`config.mk`:
```
export PLATFORM = sky130hd
export DESIGN_NAME = ex_mdu_seq
export DESIGN_NICKNAME = d
export VERILOG_FILES = /design/src/rtl/mdu_pkg.sv /design/src/rtl/mdu_iter_core.sv /design/src/rtl/ex_mdu_seq.sv
export SDC_FILE = /design/constraint.sdc
export NUM_CORES = 1
export LEC_CHECK = 0
export CORE_ASPECT_RATIO = 1.5
export CORE_MARGIN = 2
export CORE_UTILIZATION = 65
export CTS_CLUSTER_SIZE = 25
export DETAILED_ROUTE_END_ITERATION = 10
export HOLD_SLACK_MARGIN = 0.15
export PLACE_DENSITY = 0.86
export SYNTH_ARGS = -nofsm -noshare
export SYNTH_HDL_FRONTEND = slang
export SYNTH_HIERARCHICAL = 1
export SYNTH_SLANG_ARGS = --single-unit
```
`constraint.sdc`:
```
create_clock -name clk -period 15.9 [get_ports clk]
set_clock_uncertainty 0.05 [all_clocks]
set_input_delay 3.975 -clock clk [delete_from_list [all_inputs] [get_ports clk]]
set_output_delay 3.975 -clock clk [all_outputs]
set_load 0.01 [all_outputs]
```
`src/rtl/mdu_pkg.sv`:
```
// Shared constants for the EX-stage multiply/divide sequencer: funct3 op codes,
// M-extension decode constants and the sequencer state encoding.
package mdu_pkg;

  localparam logic [2:0] OP_MUL    = 3'd0;
  localparam logic [2:0] OP_MULH   = 3'd1;
  localparam logic [2:0] OP_MULHSU = 3'd2;
  localparam logic [2:0] OP_MULHU  = 3'd3;
  localparam logic [2:0] OP_DIV    = 3'd4;
  localparam logic [2:0] OP_DIVU   = 3'd5;
  localparam logic [2:0] OP_REM    = 3'd6;
  localparam logic [2:0] OP_REMU   = 3'd7;

  localparam logic [6:0] OPC_M_EXT    = 7'b0110011;
  localparam logic [6:0] FUNCT7_M_EXT = 7'b0000001;

  typedef enum logic [1:0] {
    ST_IDLE = 2'd0,
    ST_BUSY = 2'd1,
    ST_FIX  = 2'd2,
    ST_DONE = 2'd3
  } mdu_state_e;

  // rs1 is taken as signed by MULH, MULHSU, DIV and REM; MUL only needs the low
  // half, which is sign-agnostic, so it runs unsigned.
  function automatic logic op_signed_a(input logic [2:0] op);
    return (op == OP_MULH) || (op == OP_MULHSU) || (op == OP_DIV) || (op == OP_REM);
  endfunction

  function automatic logic op_signed_b(input logic [2:0] op);
    return (op == OP_MULH) || (op == OP_DIV) || (op == OP_REM);
  endfunction

endpackage

```
`src/rtl/mdu_iter_core.sv`:
```
// One radix-2 iteration: shift-add multiply step or restoring-divide step on a
// {hi, lo} accumulator of width 2*XLEN.
module mdu_iter_core #(
  parameter int XLEN = 32
) (
  input  logic [2*XLEN-1:0] acc_i,
  input  logic [XLEN-1:0]   operand_i,
  input  logic              is_div_i,
  output logic [2*XLEN-1:0] acc_o
);

  logic [XLEN:0] mul_sum;
  logic [XLEN:0] trial;
  logic [XLEN:0] diff;
  logic          ge;

  always_comb begin
    mul_sum = {1'b0, acc_i[2*XLEN-1:XLEN]} + (acc_i[0] ? {1'b0, operand_i} : '0);
    // Partial remainder shifted left with the next dividend bit pulled in.
    trial   = acc_i[2*XLEN-1:XLEN-1];
    diff    = trial - {1'b0, operand_i};
    ge      = (trial >= {1'b0, operand_i});
    if (is_div_i) begin
      if (ge) acc_o = {diff[XLEN-1:0], acc_i[XLEN-2:0], 1'b1};
      else    acc_o = {trial[XLEN-1:0], acc_i[XLEN-2:0], 1'b0};
    end else begin
      acc_o = {mul_sum, acc_i[XLEN-1:1]};
    end
  end

endmodule

```
`src/rtl/ex_mdu_seq.sv`:
```
// Multi-cycle RV32M multiply/divide sequencer beside the EX stage.
// Define MDU_DIV_EN to build the divider; otherwise DIV/DIVU/REM/REMU retire at once with 0.
module ex_mdu_seq
  import mdu_pkg::*;
#(
  parameter int XLEN  = 32,
  parameter int CNT_W = 6
) (
  input  logic            clk,
  input  logic            rst,
  input  logic            valid_i,
  input  logic [2:0]      op_i,
  input  logic [XLEN-1:0] reg1_i,
  input  logic [XLEN-1:0] reg2_i,
  input  logic [4:0]      wd_i,
  input  logic            wreg_i,
  input  logic            flush_i,
  output logic            stall_o,
  output logic            done_o,
  output logic [4:0]      wd_o,
  output logic            wreg_o,
  output logic [XLEN-1:0] wdata_o
);

  mdu_state_e        state_q, state_d;
  logic [CNT_W-1:0]  cnt_q, cnt_d;
  logic [2:0]        op_q, op_d;
  logic [2*XLEN-1:0] acc_q, acc_d;
  logic [XLEN-1:0]   opnd_q, opnd_d;
  logic              neg_a_q, neg_a_d;
  logic              neg_b_q, neg_b_d;
  logic [4:0]        wd_q, wd_d;
  logic              wreg_lat_q, wreg_lat_d;
  logic              done_q, done_d;
  logic              wreg_o_q, wreg_o_d;
  logic [XLEN-1:0]   wdata_q, wdata_d;
  logic              stall;
  logic              sa, sb;
  logic              is_div;
  logic [2*XLEN-1:0] acc_nxt;

  function automatic logic [XLEN-1:0] abs_if(input logic [XLEN-1:0] v, input logic neg);
    return neg ? ('0 - v) : v;
  endfunction

  // Final sign correction and half/quotient/remainder selection.
  function automatic logic [XLEN-1:0] fix_result(input logic [2:0]        op,
                                                 input logic [2*XLEN-1:0] acc,
                                                 input logic              neg_a,
                                                 input logic              neg_b,
                                                 input logic              div0);
    logic [2*XLEN-1:0] prod;
    logic [XLEN-1:0]   quot;
    logic [XLEN-1:0]   rem;
    prod = (neg_a ^ neg_b) ? ('0 - acc) : acc;
    quot = acc[XLEN-1:0];
    rem  = acc[2*XLEN-1:XLEN];
`ifdef MDU_DIV_EN
    if (op[2]) begin
      // Divide by zero leaves the all-ones quotient untouched; remainder keeps dividend sign.
      if (!op[1]) return ((neg_a ^ neg_b) && !div0) ? ('0 - quot) : quot;
      else        return neg_a ? ('0 - rem) : rem;
    end
`else
    if (div0 && quot == '0 && rem == '0) return '0;
`endif
    if (op == OP_MUL) return prod[XLEN-1:0];
    return prod[2*XLEN-1:XLEN];
  endfunction

`ifdef MDU_DIV_EN
  assign is_div = op_q[2];
`else
  assign is_div = 1'b0;
`endif

  mdu_iter_core #(.XLEN(XLEN)) u_core (
    .acc_i     (acc_q),
    .operand_i (opnd_q),
    .is_div_i  (is_div),
    .acc_o     (acc_nxt)
  );

  always_comb begin
    state_d    = state_q;
    cnt_d      = cnt_q;
    op_d       = op_q;
    acc_d      = acc_q;
    opnd_d     = opnd_q;
    neg_a_d    = neg_a_q;
    neg_b_d    = neg_b_q;
    wd_d       = wd_q;
    wreg_lat_d = wreg_lat_q;
    done_d     = 1'b0;
    wreg_o_d   = 1'b0;
    wdata_d    = wdata_q;
    stall      = 1'b0;
    sa         = op_signed_a(op_i) & reg1_i[XLEN-1];
    sb         = op_signed_b(op_i) & reg2_i[XLEN-1];
    unique case (state_q)
      ST_IDLE: begin
        if (valid_i && !flush_i) begin
          stall      = 1'b1;
          op_d       = op_i;
          wd_d       = wd_i;
          wreg_lat_d = wreg_i;
          neg_a_d    = sa;
          neg_b_d    = sb;
          opnd_d     = abs_if(reg2_i, sb);
          acc_d      = {{XLEN{1'b0}}, abs_if(reg1_i, sa)};
          cnt_d      = '0;
`ifndef MDU_DIV_EN
          if (op_i[2]) begin
            state_d  = ST_DONE;
            done_d   = 1'b1;
            wreg_o_d = wreg_i;
            wdata_d  = '0;
          end else begin
            state_d  = ST_BUSY;
          end
`else
          state_d = ST_BUSY;
`endif
        end
      end
      ST_BUSY: begin
        stall = 1'b1;
        if (flush_i) begin
          state_d = ST_IDLE;
        end else begin
          acc_d = acc_nxt;
          cnt_d = cnt_q + 1'b1;
          if (cnt_q == CNT_W'(XLEN - 1)) state_d = ST_FIX;
        end
      end
      ST_FIX: begin
        stall = 1'b1;
        if (flush_i) begin
          state_d = ST_IDLE;
        end else begin
          wdata_d  = fix_result(op_q, acc_q, neg_a_q, neg_b_q, opnd_q == '0);
          state_d  = ST_DONE;
          done_d   = 1'b1;
          wreg_o_d = wreg_lat_q;
        end
      end
      ST_DONE: begin
        // A flush or a new valid here is deliberately ignored; the op retires now.
        state_d = ST_IDLE;
      end
      default: state_d = ST_IDLE;
    endcase
  end

  always_ff @(posedge clk) begin
    if (rst) begin
      state_q    <= ST_IDLE;
      cnt_q      <= '0;
      op_q       <= '0;
      neg_a_q    <= 1'b0;
      neg_b_q    <= 1'b0;
      wd_q       <= '0;
      wreg_lat_q <= 1'b0;
      done_q     <= 1'b0;
      wreg_o_q   <= 1'b0;
      wdata_q    <= '0;
    end else begin
      state_q    <= state_d;
      cnt_q      <= cnt_d;
      op_q       <= op_d;
      neg_a_q    <= neg_a_d;
      neg_b_q    <= neg_b_d;
      wd_q       <= wd_d;
      wreg_lat_q <= wreg_lat_d;
      done_q     <= done_d;
      wreg_o_q   <= wreg_o_d;
      wdata_q    <= wdata_d;
    end
    acc_q  <= acc_d;
    opnd_q <= opnd_d;
  end

  assign stall_o = stall;
  assign done_o  = done_q;
  assign wd_o    = wd_q;
  assign wreg_o  = wreg_o_q;
  assign wdata_o = wdata_q;

endmodule

```
* Yosys cells after proc, flatten, opt, wreduce, memory -nomap -nowiden *
Cells that the tools add are included.

storage, ports and cells
  flip-flop bits (word level) = 149
  bits in latches = 0
  RAM bits = 0
  memory bits (read-only) = 0
  bits of input ports = 77
  word-level logic and storage cells = 95
  memories = 0

cells by class
  add/subtract/negate cells = 5
  multipliers = 0
  divide/modulo/power cells = 0
  magnitude comparators = 0
  equality and inequality tests = 13
  shifts and indexed selects = 0
  muxes and demuxes = 41
  bitwise gates (word level) = 3
  reduce and logical (&&, ||, !) cells = 21

operator list
  kind                   count
  $mux 32                10
  $mux 64                3
  $pmux 64 s2            1
  $logic_not 32->1       3
  $pmux 32 s2            1
  $sub 1x32->32 const A  2
  $sub 1x64->64 const A  1
  $add 32x33->33         1
  $mux 1                 14
  $mux 6                 2
  $pmux 6 s2             1
  $mux 2                 5
  $ne 2x2->1 const B     4
  $pmux 2 s4             1
  $add 6x1->6 const B    1
  $eq 3x3->1 const B     2
  $eq 6x5->1 const B     1
  $pmux 1 s2             3
  $logic_or 1x1->1       5
  $eq 2x2->1 const B     2
  $reduce_and 2->1       2
  $reduce_and 4->1       1
  $reduce_bool 2->1      2
  $eq 3x1->1 const B     1
  other kinds (11)       14

* Logic depth before layout (Yosys ltp) *
Gate-level depths: netlist of run 1.

  depth in word-level cells = 13
  depth in mapped cells = 14
  gate-level depth less buffers = 14

* Hierarchy *
Netlist of run 1, hierarchy kept.

modules (own cells, without submodules)
  module         instances  cells each  area an instance (µm²)  seq. area each (µm²)
  ex_mdu_seq     1          962         8684.6                  3943.8
  mdu_iter_core  1          671         4698.3                  0.0

* Worst setup path after synthesis of run 1 *
OpenSTA, ideal clock, no wires.

  kind = input-to-output
  start point = input flush_i
  end point = output stall_o
  arrival = 5.917 ns
  slack = 5.958 ns
  stages = 7
  buffers on the path = 2
  path through = clkbuf_1 > nor2b_1 > nand2_1 > inv_1 > buf_1 > nor2_1 > nor2_1

on the way
  word-level cells in the longest chain between the ends = 4

ends and longest elaborated chain
  item                line               text
  start: declaration  ex_mdu_seq.sv:17   input logic flush_i,
  $logic_not 1->1     ex_mdu_seq.sv:102  if (valid_i && !flush_i) begin
  $logic_and 1x1->1   ex_mdu_seq.sv:102
  $mux 1              ex_mdu_seq.sv:102
  $pmux 1 s2          ex_mdu_seq.sv:100  unique case (state_q)
  end: declaration    ex_mdu_seq.sv:18   output logic stall_o,

Every way passes these cells.

* Worst setup path in the final report of run 1 *
Ends and elaborated chain as after synthesis.

==> results of run 1 <==
==> power by group through the flow <==
stage	sequential (mW)	clock [mW]	combinational (mW)
after floorplan	0.527	0	0.492
after global placement	0.550	0	0.629
after detailed placement	0.552	0	0.648
after CTS	0.544	0.430	0.655
after global routing	0.552	0.442	0.732
final	0.548	0.427	0.676
==> cell families after synthesis <==
logic type	share of synthesized area (%)
muxes	4.97
other	0.0280
and+or+nand+nor	22.1
adders and majority gates	7.03
buffers and inverters	4.38
xor gates and xnor gates	10.5
DFF	29.5
AOI/OAI and AO/OA	21.5
==> Yosys cell counts, types with 8 or more instances <==
library cell	n	share of area (%)
nand2_1	153	4.3
a21oi_1	131	4.9
nor2_1	127	3.6
o21ai_0	127	4.7
edfxtp_1	96	22
xnor2_1	87	5.7
inv_1	75	2.1
xor2_1	73	4.8
ha_1	72	6.7
and2_1	71	3.3
clkbuf_1	60	1.7
dfxtp_1	53	7.9
nor3_1	44	1.6
nor4_1	40	1.9
a21o_1	37	2.1
mux2_2	36	3.0
nand3_1	35	1.3
mux2i_1	26	1.9
a31oi_1	24	1.1
or3_1	22	1.0
nand4_1	21	0.98
o21a_1	12	0.67
o31ai_1	12	0.67
a32o_1	11	0.82
nand2b_1	11	0.51
nor2b_1	11	0.51
and3_1	10	0.47
a41oi_1	9	0.59
o211ai_1	9	0.50
o21bai_1	9	0.50
o41ai_1	8	0.52
==> stage by stage <==
| stage | cells | worst slack (ps) |
|---|---|---|
| floorplan | 1633 | 5960 |
| CTS | 1986 | 5470 |
| global placement | 1954 | 5520 |
| global route | 1986 | 5260 |
| detailed placement | 1954 | 5490 |
| finish | 1986 | 5470 |
==> cells in the final DEF, fill, tap and decap left out, drive strengths merged, types with 53 or more instances in the layout <==
cell           instances
a21oi                131
and2                  72
clkdlybuf4s50        116
dfxtp                 53
edfxtp                96
ha                    72
inv                   77
nand2                153
nor2                 128
o21ai                134
xnor2                 87
xor2                  73
==> worst min-delay path, stage by stage, from the launching register on <==
cell and delay [ps]:
dfxtp_1 310, nand2_1 50, a21oi_1 50
==> layout make-up <==
class / instances / area [sq um] / area share [%]
clock buffer: 19 / 454 / 2.97
clock inverter: 13 / 151 / 0.989
inverter: 75 / 282 / 1.84
multi-input combinational: 1337 / 8890 / 58.1
sequential: 149 / 3940 / 25.8
tap: 264 / 330 / 2.16
timing repair buffer: 129 / 1260 / 8.22
==> path summary, 6_finish.rpt <==
check	from	to	slack, ps	cells past startpoint
min	wreg_lat_q	wreg_lat_q	400	2
max	flush_i	stall_o	5470	8
min reg2reg	wreg_lat_q	wreg_lat_q	400	2
max reg2reg	acc_q[0]	acc_q[54]	11440	13
==> sequential cells by signal, summed over array words and instances, names as in the netlist <==
register and flops:
wreg_lat_q 1, wreg_o 1, opnd_q 32, done_o 1, neg_b_q 1, cnt_q 6, op_q 3, acc_q 64
wdata_o 32, state_q 2, neg_a_q 1, wd_o 5
==> per-layer routing <==
| metal | GRT usage (%) | vias to the layer above | share of wire, % |
|---|---|---|---|
| met5 | 0 | - | 0 |
| met1 | 39.8 | 6279 | 37 |
| met4 | 23.4 | 0 | 6.3 |
| met2 | 65.3 | 740 | 51 |
| met3 | 5.39 | 198 | 6.1 |
| li1 | - | 6143 | - |
==> results.md, run 1 <==
- Status: finished, final reports clean
- Vias in the first global route: 13091
- Tmin final: 10430 ps
- Post-synth EDFFs: 96
- Clock power frac: 25.9%
- Cell Pwr Density: 108 nW/um^2
- FP Rows: 64
- Via Count: 13360
- Peak supply drop: 0.0784 mV
- Crit-path max FO: 45
- CP delay by family, top: buffers and inverters
- CTS clk-pin slew, worst paths: 60 ps
- Slowest cell on crit path: clkdlybuf4s50_1
- Final setup vio count: 0
- Fin crit share: 65.6%
- Ys Warns: 6
- Crit-path cells: clkdlybuf4s50_1 > nor2b_1 > nand2_1 > inv_1 > buf_4 > nor2_1 > nor2_1 > clkdlybuf4s50_1
- Drt pass-1 iters: 6
- Leakage: 5.97 nW
- Drt total wl: 40300 um
- Total GRT Usage: 36.6%
- Asr flop ratio synth: 0%
- Fmax: 95.9 MHz
- Placed wire-length estimate: 29100 um
- DRT iter0 DRCs: 1308
- # DRC: 0
- Net Switching: 0.638 mW
- Endpoint type of the worst setup path: output pin
- Crit path kind: in2out
- Post-Layout Inst Area: 15300 sq um
- Nets: 1860
- MaxCap Viol Count: 0
- Root Buffer: clkbuf_16
- Fin Hold WS: 404 ps
- Port bufs: 116
- Clk_lat worst skew: 460 ps
- Chip Width: 121 um
- Ys flop type: edfxtp_1
- Num ports: 117
- #FFs+latches synth: 149
- Power Total: 1.65 mW
- Max-slew violations: 0
- Avg WL per Cell: 20.3 um
- Sw Share: 38.6%
- RD Place Congestion: 0.963
- Mapped Avg Cell Area: 8.20 sq um
- Die Footprint: 21800 sq um
- Area Growth Syn to Fin: 14.4%
- Cell Int Power: 1.01 mW
- Crit path arrival time: 6410 ps
- Finished Core Util: 75.3%
- Routed Antenna Nets: 0
- Post_cts resized: 0
- Library cells used by synthesis: 87
- Comb power frac: 40.9%
- HP Class: reg2reg
- Post-CTS Setup Bufs: 0
- Worst Tran Pin Value: 1000 ps
- RSZ-0062 raised after global routing: no
- Clk buf depth: 2
- Global-route wire length before repair: 63800 um
- Num Clock Sinks: 149
- CORE AREA: 20300 sq um
- Final hold vios: 0
- WP buf/inv: 4
- CTS Hold Bufs: 0
- TritonCTS buffer count: 17
- CTS tree: yes
- Gate count after technology mapping: 1633
- Max incr delay on CP: 580 ps
- Layout fillers: 1499
- Antenna violations before repair: 0
- Initial Util: 65.8%
- Slew HR: 33.3%
- Crit start category: input port
- Part of the power in registers: 33.2%
- Required time worst endpoint: 11880 ps
- Synth Cell Area: 13400 sq um
- Fraction of layout cells with a size suffix above 1: 6.79%
- Syn nets: 1784
- Largest net degree at the start of global routing: 97
- H-tree depth: 4
- Placed Area: 14700 sq um
- Grt ovf: 0
- Register area share after synthesis: 29.5%
- Vias/cell: 6.73
- Setup tns final: 0 ps
- Chip height: 180 um
- Diode count: 0
No activity file was read; power rests on OpenSTA's default activity.
==> inputs of run 2 (changes only) <==
--- a/config.mk
+++ b/config.mk
@@ -7,11 +7,11 @@
 export LEC_CHECK = 0
 export CORE_ASPECT_RATIO = 1.5
 export CORE_MARGIN = 2
-export CORE_UTILIZATION = 65
+export CORE_UTILIZATION = 60
 export CTS_CLUSTER_SIZE = 25
 export DETAILED_ROUTE_END_ITERATION = 10
 export HOLD_SLACK_MARGIN = 0.15
-export PLACE_DENSITY = 0.86
+export PLACE_DENSITY = 0.8
 export SYNTH_ARGS = -nofsm -noshare
 export SYNTH_HDL_FRONTEND = slang
 export SYNTH_HIERARCHICAL = 1
==> constraint.sdc (replaced) <==
create_clock -name clk -period 10.55 [get_ports clk]
set_clock_uncertainty 0.05 [all_clocks]
set_input_delay 2.6375 -clock clk [delete_from_list [all_inputs] [get_ports clk]]
set_output_delay 2.6375 -clock clk [all_outputs]
set_load 0.01 [all_outputs]
==> run 2 against run 1 <==
Wire length down 1.5%. Non-clock buffer count unchanged. Combinational power up 49%. Final cell count up 0.45%. Critical path depth down 1. First-iteration DRC count down 5.5%. Count of clock-buffer cells in the layout up 3. Flip-flop and latch count unchanged. Die area up 8.1%. Sequential power up 51%. Critical endpoint unchanged. Largest power group unchanged.
==> results.md, run 2 (synthesis results as in run 1) <==
- Status: finished, final reports clean
- Port bufs: 116 (unchanged)
- Via Count: 13030 (-2.5%)
- Peak supply drop: 0.132 mV (+68%)
- Max-slew violations: 0 (unchanged)
- Drt total wl: 39700 um (-1.5%)
- Setup tns final: 0 ps (unchanged)
- Global-route wire length before repair: 63300 um (-0.82%)
- Chip height: 187 um (+4.0%)
- Largest register FFs: 64 (unchanged)
- Layout fillers: 1773 (+18%)
- Worst Tran Pin Value: 1200 ps (+196 ps)
- Initial Util: 61.4% (-4.4 points)
- Area Growth Syn to Fin: 14.9%
- Slowest cell on crit path: clkdlybuf4s50_1
- CTS clk-pin slew, worst paths: 60 ps (about the same)
- Antenna violations before repair: 0 (unchanged)
- CORE AREA: 21800 sq um (+7.2%)
- FP Rows: 66 (+3.1%)
- Cell Pwr Density: 164 nW/um^2 (+52%)
- Beginning of the worst hold path: wd_o[2]
- Footprint of the multi-input gates: 8890 sq um (unchanged)
- Vias in the first global route: 12663 (-3.3%)
- Final hold vios: 0 (unchanged)
- Fmax: 136 MHz
- TritonCTS buffer count: 17 (unchanged)
- Top reg by flops: acc_q
- R2R Path End: acc_q[54]
- Slew HR: 20.0% (-13 points)
- MaxCap Viol Count: 0 (unchanged)
- Final setup vio count: 0 (unchanged)
- Hold Path Stages: 2 (unchanged)
- Crit-path cells: clkdlybuf4s50_1 > nor2b_1 > nand2_1 > inv_1 > nor2_1 > nor2_1 > clkdlybuf4s50_1
- # DRC: 0 (unchanged)
- Crit-path max FO: 13 (-71%)
- Num Clock Sinks: 149 (unchanged)
- R2r worst-path depth: 13 (unchanged)
- Vias/cell: 6.53 (-2.9%)
- Grt ovf: 0 (unchanged)
- Crit start category: input port
- Crit path arrival time: 4640 ps (-1770 ps)
- Largest net degree at the start of global routing: 97 (unchanged)
- Hold endpoint: wd_o[2]
- Nets: 1860 (unchanged)
- Num ports: 117 (unchanged)
- Finished Core Util: 70.6% (-4.7 points)
- Endpoint type of the worst setup path: output pin
- Tmin final: 7330 ps
- RSZ-0062 raised after global routing: no
- DRT iter0 DRCs: 1236 (-5.5%)
- Post_cts resized: 0 (unchanged)
- Worst r2r src: acc_q[0]
- Leakage: 6.00 nW (+0.49%)
- Clk_lat worst skew: 450 ps (about the same)
- Most frequent cells in the layout: nand2_1 (153), a21oi_1 (131), o21ai_0 (127), nor2_1 (125), clkdlybuf4s50_1 (116)
- Area occupied by registers: 3940 sq um (unchanged)
- Root Buffer: clkbuf_16
- Fin crit share: 69.5%
- Post-CTS Setup Bufs: 0 (unchanged)
- HP Class: reg2reg
- Routed Antenna Nets: 0 (unchanged)
- Avg WL per Cell: 19.9 um (-1.9%)
- Clk buf depth: 2 (unchanged)
- Chip Width: 126 um (+3.9%)
- Die Footprint: 23500 sq um (+8.1%)
- Max incr delay on CP: 590 ps (about the same)
- R2R Setup Slk: 6240 ps (-5200 ps)
- RD Place Congestion: 0.967 (+0.44%)
- H-tree depth: 4 (unchanged)
- Required time worst endpoint: 7860 ps (-4020 ps)
- Total GRT Usage: 33.2% (-3.4 points)
- Crit path kind: in2out
- CTS Hold Bufs: 0 (unchanged)
- CTS tree: yes
- Placed wire-length estimate: 28900 um (-0.67%)
- Drt pass-1 iters: 6 (unchanged)
- Commonest non-fill, non-tap cell in the layout: nand2_1
- Fraction of layout cells with a size suffix above 1: 6.79% (unchanged)
run 2: changes by cell type in the layout (fill, tap and decap cells not counted):
cell | previous run | this run
clkinvlp_4 | 1 | 0
clkbuf_16 | 18 | 21
diode_2 | 0 | 1
clkinv_2 | 6 | 4
run 2: report_power, final:
part | internal [mW] | switching, mW | leakage, nW
clock network | 0.428 | 0.253 | 0.331
logic | 0.424 | 0.587 | 4.34
registers | 0.717 | 0.108 | 1.33
run 2: routing by layer:
| metal | vias up | part of all wire [%] | wire (um) | global-route usage (%) |
|---|---|---|---|---|
| li1 | 6141 | - | - | - |
| met1 | 6121 | 38 | 15000 | 36.8 |
| met2 | 602 | 51 | 20200 | 59.1 |
| met3 | 166 | 5.9 | 2360 | 5.32 |
| met4 | 0 | 5.6 | 2240 | 19.5 |
| met5 | - | 0 | 0 | 0 |
run 2: per-stage QoR:
stage	setup slack [ps]	area [sq um]	power, mW	cells	hold WS (ps)
after floorplan	3280	13400	1.54	1633	386
after detailed placement	3260	14700	1.81	1962	401
after global placement	3310	14700	1.78	1962	391
after global routing	3080	15400	2.64	1994	426
final	3220	15400	2.52	1995	412
after CTS	3250	15400	2.49	1994	413
run 2: final cells by class:
type,count,share of cell area [%]
diodes,1,0.0163
clock inverters,10,0.870
repair buffers,129,8.18
clock buffers,22,3.44
flip-flops and latches,149,25.6
well taps,272,2.21
multi-input cells,1337,57.8
inverters,75,1.83
run 2: worst max path at each step:
stage,startpoint,to,slack (ps),depth (start not counted)
final,flush_i,stall_o,3220,7
after global placement,flush_i,stall_o,3310,7
after global routing,flush_i,stall_o,3080,7
after CTS,flush_i,stall_o,3250,7
after floorplan,flush_i,stall_o,3280,7
after detailed placement,flush_i,stall_o,3260,7
run 2: critical path, delay by kind of cell:
family / cells / cell delay (ps)
buffers and inverters: 3 / 1310
and+or+nand+nor: 4 / 700
==> inputs of run 3 (changes only) <==
--- a/config.mk
+++ b/config.mk
@@ -7,11 +7,11 @@
 export LEC_CHECK = 0
 export CORE_ASPECT_RATIO = 1.5
 export CORE_MARGIN = 2
-export CORE_UTILIZATION = 60
+export CORE_UTILIZATION = 54
 export CTS_CLUSTER_SIZE = 25
 export DETAILED_ROUTE_END_ITERATION = 10
 export HOLD_SLACK_MARGIN = 0.15
-export PLACE_DENSITY = 0.8
+export PLACE_DENSITY = 0.76
 export SYNTH_ARGS = -nofsm -noshare
 export SYNTH_HDL_FRONTEND = slang
 export SYNTH_HIERARCHICAL = 1
==> constraint.sdc (replaced) <==
create_clock -name clk -period 6.25 [get_ports clk]
set_clock_uncertainty 0.05 [all_clocks]
set_input_delay 1.5625 -clock clk [delete_from_list [all_inputs] [get_ports clk]]
set_output_delay 1.5625 -clock clk [all_outputs]
set_load 0.01 [all_outputs]
==> run 3 against run 2 <==
Critical path depth did not move. Setup slack got worse by 2100 ps. Via count decreased by 1.0%. Critical endpoint unchanged. Largest cell class unchanged.
==> results.md, run 3 (synthesis results as in run 1) <==
- Setup tns final: 0 ps (unchanged)
- Clk_lat worst skew: 450 ps (about the same)
- FP Rows: 70 (+6.1%)
- Required time worst endpoint: 4640 ps (-3220 ps)
- Post_cts resized: 0 (unchanged)
- HP Class: reg2reg
- Footprint of the multi-input gates: 8890 sq um (unchanged)
- Initial Util: 55.0% (-6.4 points)
- Hold endpoint: wd_o[2]
- Commonest non-fill, non-tap cell in the layout: nand2_1
- Status: finished, final reports clean
- Die Footprint: 26100 sq um (+11%)
- Worst Tran Pin Value: 903 ps (-294 ps)
- CTS Hold Bufs: 0 (unchanged)
- Routed Antenna Nets: 0 (unchanged)
- # DRC: 0 (unchanged)
- DRT iter0 DRCs: 1238 (+0.16%)
- Nets: 1860 (unchanged)
- Vias/cell: 6.31 (-3.5%)
- Largest net degree at the start of global routing: 97 (unchanged)
- Hold Path Stages: 2 (unchanged)
- Leakage: 5.94 nW (-1.1%)
- CTS tree: yes
- Final hold vios: 0 (unchanged)
- Crit path arrival time: 3530 ps (-1110 ps)
- Num Clock Sinks: 149 (unchanged)
- Largest register FFs: 64 (unchanged)
- Antenna violations before repair: 0 (unchanged)
- Total GRT Usage: 30.1% (-3.1 points)
- Via Count: 12894 (-1.0%)
- MaxCap Viol Count: 0 (unchanged)
- Num ports: 117 (unchanged)
- Cell Pwr Density: 265 nW/um^2 (+62%)
- Slew HR: 39.7% (+20 points)
- Max-slew violations: 0 (unchanged)
- Grt ovf: 0 (unchanged)
- CTS clk-pin slew, worst paths: 60 ps (about the same)
- Crit path kind: in2out
- Placed wire-length estimate: 30000 um (+3.5%)
- RD Place Congestion: 0.989 (+2.2%)
- Vias in the first global route: 12522 (-1.1%)
- Layout fillers: 2201 (+24%)
- Post-CTS Setup Bufs: 0 (unchanged)
- TritonCTS buffer count: 17 (unchanged)
- Fin crit share: 82.2%
- RSZ-0062 raised after global routing: no
- CORE AREA: 24300 sq um (+12%)
- Tmin final: 5140 ps
- R2R Path End: acc_q[62]
- Clk buf depth: 2 (unchanged)
- Drt total wl: 39700 um (about the same)
- Crit-path max FO: 13 (unchanged)
- Endpoint type of the worst setup path: output pin
- Drt pass-1 iters: 5 (-1)
- Final setup vio count: 0 (unchanged)
- Worst r2r src: acc_q[0]
- Chip Width: 133 um (+5.2%)
- Peak supply drop: 0.197 mV (+50%)
- Root Buffer: clkbuf_16
- H-tree depth: 4 (unchanged)
- R2r worst-path depth: 13 (unchanged)
- Beginning of the worst hold path: wd_o[2]
- Most frequent cells in the layout: nand2_1 (153), a21oi_1 (131), o21ai_0 (127), nor2_1 (125), clkdlybuf4s50_1 (116)
- Top reg by flops: acc_q
- Fraction of layout cells with a size suffix above 1: 6.62% (-0.17 points)
- Port bufs: 116 (unchanged)
- Global-route wire length before repair: 63100 um (-0.39%)
- Final cell count without fillers: 2045 (+2.5%)
- Avg WL per Cell: 19.4 um (-2.4%)
- Area Growth Syn to Fin: 14.5%
- Placed Instances: 2014 (+2.7%)
- Area occupied by registers: 3940 sq um (unchanged)
- Diode count: 0 (-1)
- Crit start category: input port
- R2R Setup Slk: 1810 ps (-4430 ps)
- Fmax: 195 MHz
- Chip height: 197 um (+5.3%)
## run 3: changes by cell type in the layout (fill, tap and decap cells not counted), sizes merged
| cell | delta |
|---|---|
| bufinv | -2 |
| clkbuf | -1 |
| inv | -2 |
| diode | -1 |
| clkinvlp | +2 |
| clkinv | +2 |
## run 3: metal layers
layer  GRT usage (%)  vias up  routed length, um
li1                -     6135                  -
met3            4.50      133               2120
met1            33.4     6105              15200
met2            55.0      521              20400
met4            16.4        0               2000
met5               0        -                  0
## run 3: worst max-delay path by stage
stage	startpoint	end	slack, ps	cells after the start
2_1_floorplan	flush_i	cnt_q[5]	550	5
3_3_place_gp	flush_i	stall_o	1150	7
3_5_place_dp	flush_i	stall_o	1120	7
4_1_cts	flush_i	stall_o	1110	7
5_1_grt	flush_i	stall_o	930	7
6_report	flush_i	stall_o	1110	7
## run 3: final cells by class
type                            count  share of cell area, %
Inverter                           75                   1.84
Clock buffer                       21                   3.00
Multi-Input combinational cell   1337                   58.0
Sequential cell                   149                   25.7
Tap cell                          324                   2.65
Timing Repair Buffer              129                   8.21
Clock inverter                     10                  0.539
## run 3: per-stage QoR
stage | hold WS, ps | utilization [%] | cell area [sq um] | setup WS [ps] | total power [mW]
finish | 404 | 62.9 | 15300 | 1110 | 4.07
global route | 423 | 62.9 | 15300 | 929 | 4.30
CTS | 408 | 62.9 | 15300 | 1110 | 4.03
detailed placement | 398 | 60.7 | 14800 | 1120 | 3.05
global placement | 392 | 60.7 | 14800 | 1150 | 3.02
floorplan | 386 | - | 13400 | 549 | 2.59
## run 3: worst max-delay path: stages
cell	delay, ps
clkdlybuf4s50_1	570
nor2b_1	260
nand2_1	310
inv_1	160
nor2_1	50
nor2_1	80
clkdlybuf4s50_1	540
## run 3: power breakdown
group	leakage (nW)	internal [mW]	switching, mW
combinational	4.34	0.717	0.968
sequential	1.33	1.21	0.191
clock	0.266	0.561	0.419
